`config.mk`:
```
export PLATFORM = sky130hd
export DESIGN_NAME = mult_pipe_stage_flat
export DESIGN_NICKNAME = d
export VERILOG_FILES = /design/src/rtl/mult_pipe_stage_if.sv /design/src/rtl/mult_pipe_stage.sv /design/src/flat_wrapper.sv
export SDC_FILE = /design/constraint.sdc
export NUM_CORES = 1
export LEC_CHECK = 0
export CAP_MARGIN = 20
export CORE_ASPECT_RATIO = 1.25
export CORE_MARGIN = 2
export CORE_UTILIZATION = 49
export DETAILED_ROUTE_END_ITERATION = 6
export MAX_ROUTING_LAYER = met4
export PLACE_DENSITY_LB_ADDON = 0.1
export SYNTH_ARGS = -nofsm -noshare
export SYNTH_HDL_FRONTEND = slang
export SYNTH_SLANG_ARGS = --single-unit
```
`constraint.sdc`:
```
create_clock -name clock -period 17.88 [get_ports clock]
set_input_delay 1.788 -clock clock [delete_from_list [all_inputs] [get_ports clock]]
set_output_delay 1.788 -clock clock [all_outputs]
set_load 0.01 [all_outputs]
```
`src/rtl/mult_pipe_stage_if.sv`:
```
// Handshake bundle for mult_pipe_stage: upstream valid/ready/data/tag and downstream valid/ready/data/tag.
// The stage itself uses the slave view; the producer/consumer side uses the master view.
interface mult_pipe_stage_if #(
   parameter int WIDTH    = 32,
   parameter int CHANNELS = 4,
   parameter int TAG_W    = 5
);
   logic                      in_valid;
   logic                      in_ready;
   logic [CHANNELS*WIDTH-1:0] in_data;
   logic [TAG_W-1:0]          in_tag;
   logic                      out_valid;
   logic                      out_ready;
   logic [CHANNELS*WIDTH-1:0] out_data;
   logic [TAG_W-1:0]          out_tag;

   modport master (
      output in_valid, in_data, in_tag, out_ready,
      input  in_ready, out_valid, out_data, out_tag
   );

   modport slave (
      input  in_valid, in_data, in_tag, out_ready,
      output in_ready, out_valid, out_data, out_tag
   );
endinterface

```
`src/rtl/mult_pipe_stage.sv`:
```
// Pipeline register stage between partial-product stages: CHANNELS lanes plus tag, two-entry skid buffer.
// Optional macro MULT_PIPE_STALL_CNT_EN adds a saturating 16-bit stall_count output.
`default_nettype none

module mult_pipe_stage #(
   parameter int WIDTH    = 32,
   parameter int CHANNELS = 4,
   parameter int TAG_W    = 5
) (
   input  wire logic        clock,
   input  wire logic        reset,
   input  wire logic        flush,
   mult_pipe_stage_if.slave io
`ifdef MULT_PIPE_STALL_CNT_EN
   ,
   output logic [15:0]      stall_count
`endif
);
   localparam int DW = CHANNELS * WIDTH;

   function automatic logic [15:0] sat_inc16(input logic [15:0] v);
      return (&v) ? v : v + 16'd1;
   endfunction

   logic             vld_p1;
   logic [DW-1:0]    data_p1;
   logic [TAG_W-1:0] tag_p1;

   logic             skid_vld;
   logic [DW-1:0]    skid_data;
   logic [TAG_W-1:0] skid_tag;

   logic xfer_in;
   logic main_open;

   // in_ready comes straight from the skid flop, so there is no path from out_ready.
   assign xfer_in   = io.in_valid & ~skid_vld;
   assign main_open = ~vld_p1 | io.out_ready;

   // ---- stage p1: main entry drives the outputs, skid only fills while stalled
   always_ff @(posedge clock) begin
      if (reset) begin
         vld_p1   <= 1'b0;
         skid_vld <= 1'b0;
         data_p1  <= '0;
         tag_p1   <= '0;
      end else if (flush) begin
         vld_p1   <= 1'b0;
         skid_vld <= 1'b0;
      end else if (main_open) begin
         vld_p1 <= skid_vld | xfer_in;
         if (skid_vld) begin
            data_p1  <= skid_data;
            tag_p1   <= skid_tag;
            skid_vld <= 1'b0;
         end else if (xfer_in) begin
            data_p1 <= io.in_data;
            tag_p1  <= io.in_tag;
         end
      end else if (xfer_in) begin
         skid_vld  <= 1'b1;
         skid_data <= io.in_data;
         skid_tag  <= io.in_tag;
      end
   end

   assign io.in_ready  = ~skid_vld;
   assign io.out_valid = vld_p1;
   assign io.out_data  = data_p1;
   assign io.out_tag   = tag_p1;

`ifdef MULT_PIPE_STALL_CNT_EN
   // Flush deliberately leaves the count alone; only reset clears it.
   always_ff @(posedge clock) begin
      if (reset)
         stall_count <= '0;
      else if (vld_p1 & ~io.out_ready)
         stall_count <= sat_inc16(stall_count);
   end
`endif

endmodule

`default_nettype wire
```
`src/flat_wrapper.sv`:
```
// flat-port wrapper written by rule: the top's interface ports become plain ports
module mult_pipe_stage_flat 
#(
   parameter int WIDTH    = 32,
   parameter int CHANNELS = 4,
   parameter int TAG_W    = 5
)
  (clock, reset, flush, io_in_valid, io_in_data, io_in_tag, io_out_ready, io_in_ready, io_out_valid, io_out_data, io_out_tag);
  mult_pipe_stage_if #(.WIDTH(WIDTH), .CHANNELS(CHANNELS), .TAG_W(TAG_W)) io_i ();
  input  wire logic clock;
  input  wire logic reset;
  input  wire logic flush;
  input wire logic [$bits(io_i.in_valid)-1:0] io_in_valid;
  input wire logic [$bits(io_i.in_data)-1:0] io_in_data;
  input wire logic [$bits(io_i.in_tag)-1:0] io_in_tag;
  input wire logic [$bits(io_i.out_ready)-1:0] io_out_ready;
  output wire logic [$bits(io_i.in_ready)-1:0] io_in_ready;
  output wire logic [$bits(io_i.out_valid)-1:0] io_out_valid;
  output wire logic [$bits(io_i.out_data)-1:0] io_out_data;
  output wire logic [$bits(io_i.out_tag)-1:0] io_out_tag;
  assign io_i.in_valid = io_in_valid;
  assign io_i.in_data = io_in_data;
  assign io_i.in_tag = io_in_tag;
  assign io_i.out_ready = io_out_ready;
  assign io_in_ready = io_i.in_ready;
  assign io_out_valid = io_i.out_valid;
  assign io_out_data = io_i.out_data;
  assign io_out_tag = io_i.out_tag;
  mult_pipe_stage #(.WIDTH(WIDTH), .CHANNELS(CHANNELS), .TAG_W(TAG_W)) u_core (.clock(clock), .reset(reset), .flush(flush), .io(io_i));
endmodule
```
==> flow_summary.ini <==
[global_routing]
gr-total-overflow = 0
grt_usage_pct = 22.7
grt_start_max_net_pins = 86
via_count_of_the_first_global_routing_pass = 7354
grt_first_pass_wirelength_mm = 40.0
antenna_found_initial = 1

[sta]
worst_slew_margin_rel_pct = 27.8
tns_ps = 0
fmax_mhz = 185
finalHoldViolations = 0
post-route-period-util_pct = 30.2
drv_slew = 0
timing.final.setup_violations = 0
finalWorstPathRequiredPeriod_ps = 5400
rsz0062_at_grt = no
worst_max_slew_pin_slew_ps = 1080
worst_clock_skew_ps = 7.39

[clock_network]
clk_path_buf_depth = 3
worst_skew_pair_later_pin_latency_ps = 520
cts_hold_repair.buffers = 0
post-cts-setup-buffer-count = 0
htree_num_levels = 1
numClockSinks = 268
cts_root_buffer = sky130_fd_sc_hd__clkbuf_16
post_cts.resized_instances = 0
cts_made_buffers = 27
reg_clk_slew_reported_paths_ps = 60
cts_tree = yes

[pwr]
vdd.ir_drop.worst_mv = 0.0901
leakagePower_uw = 0.00441
total_power_per_unit_cell_area_nw_per_um2 = 99.3

[setup_path]
timing.critical_path.to_type = flip-flop
worst-endpoint-arrival_ps = 5740
critPathKind = primary input to flip-flop
critical_path_peak_fanout = 85
crit_required_ps = 18220
reg2reg_slack_ps = 13910
worst_setup_path_start_kind = primary input

[routing]
dr.pass1.iters = 4
post_drt_wl_per_cell_um = 19.9
route.final.wire_length_mm = 25.5
drc_violation_count_after_routing = 0
via_per_inst = 5.51
antenna_violating_nets_post_route = 0
drt_first_iter_violations = 377
vias = 7072

[die]
placeableCoreArea_um2 = 20900
num_io_pins = 273
die_w_um = 135
initial_util_pct = 50.1
fp.dieArea_um2 = 22600
chipHeight_um = 167
floorplan.rows = 59

[synth]
synth_seq_cells = 268
synth_cell_type_count = 17
yosysWarnings = 0
synthesis.nets = 889
syn-cell-area_um2 = 10500
synth_sequential_area_ratio_pct = 64.0
syn-mean-instance-area_um2 = 13.9
syn_inst = 751

[placement]
io_buffers = 272
final_wtd_congestion = 0.723
hpwl_mm = 15.9

[layout]
fin_util_pct = 67.8
layout-drive-gt1-share_pct = 12.5
total_of_fill_cells_in_the_finished_design = 1524
layout_net_count = 1125
syn2layout_area_growth_pct = 35.3

[min_path]
holdCritPathClass = flip-flop to flip-flop

[run_status]
run_status = finished, final reports clean

[run]
max_cap_viol_count = 0
worst paths after layout:
check | from | to | cells past startpoint
hold / removal | u_core.io.out_data[42] | u_core.io.out_data[42] | 2
hold reg to reg | u_core.io.out_data[42] | u_core.io.out_data[42] | 2
setup reg to reg | u_core.io.out_valid | u_core.io.out_data[24] | 5
setup / recovery | io_out_ready | u_core.io.out_data[24] | 6
metal layers:
metal  part of all wire [%]  vias to the layer above  track usage (%)
met5                      0                        -                -
met4                    2.1                        0             6.04
met2                     48                      241             36.1
met1                     42                     3394             28.8
li1                       -                     3396                -
met3                    8.3                       41             6.15
critical path, stage by stage:
cell and delay (ps):
sky130_fd_sc_hd__clkdlybuf4s50_1 460, sky130_fd_sc_hd__nand2b_4 510, sky130_fd_sc_hd__buf_4 860, sky130_fd_sc_hd__and2_4 860, sky130_fd_sc_hd__buf_4 910, sky130_fd_sc_hd__a211oi_1 190
metrics by stage:
stage | total power [uW] | cell area [um2] | cells | worst slack (ps) | hold slack, ps
final | 1410 | 14200 | 1283 | 12480 | 523
after global routing | 1460 | 14200 | 1282 | 12310 | 537
after CTS | 1420 | 14200 | 1281 | 12530 | 524
after global placement | 851 | 13300 | 1232 | 12000 | 511
after floorplan | 764 | 10500 | 751 | 2070 | 536
after detailed placement | 854 | 13300 | 1232 | 11990 | 516
Yosys cell counts (all sizes together):
library cell	number	area share, %
dfxtp	135	26
clkbuf	50	1.8
buf	25	1.8
nand2	1	0.036
mux2i	133	13
nand2b	1	0.060
edfxtp	133	38
a21oi	133	6.4
a211oi	134	13
o21ba	1	0.096
and2	1	0.060
nor2	1	0.036
nor4	2	0.12
inv	1	0.036
power by group:
group          switching [uW]  total [uW]  internal, uW
Sequential               13.6         680           666
Combinational            72.9         160          86.9
Clock                     225         567           342
Total                     312        1410          1090
registers in the layout, summed over array words and instances (netlist names):
| register | cells |
|---|---|
| u_core.io.out_tag | 5 |
| u_core.io.out_data | 128 |
| u_core.skid_tag | 5 |
| u_core.skid_data | 128 |
| u_core.skid_vld | 1 |
| u_core.io.out_valid | 1 |
cells by family (layout without fill, tap and decap cells):
family,Yosys count,after routing,share of synthesized area [%]
buf+inv,76,332,3.61
simple gates,6,6,0.311
compound gates,268,268,19.4
flops,268,268,64.0
mux,133,133,12.7
other cells,0,2,0
cells in the final DEF (no fill, tap or decap), drive strengths merged, types with 3 or more instances in the layout:
| cell type | n |
|---|---|
| clkdlybuf4s50 | 271 |
| dfxtp | 135 |
| a211oi | 134 |
| mux2i | 133 |
| a21oi | 133 |
| edfxtp | 133 |
| clkbuf | 41 |
| buf | 11 |
| clkinv | 5 |
| bufinv | 3 |
final cells by class:
cell class,instances,area [um2],share of cell area (%)
Inverter,1,3.75,0.0265
Antenna cell,2,5.00,0.0353
Clock buffer,41,778,5.50
Clock inverter,8,114,0.804
Timing Repair Buffer,282,2800,19.8
Multi-Input combinational cell,407,3420,24.1
Sequential cell,268,6700,47.3
Tap cell,274,343,2.42
Note: power is estimated with default switching activity, not from simulation.
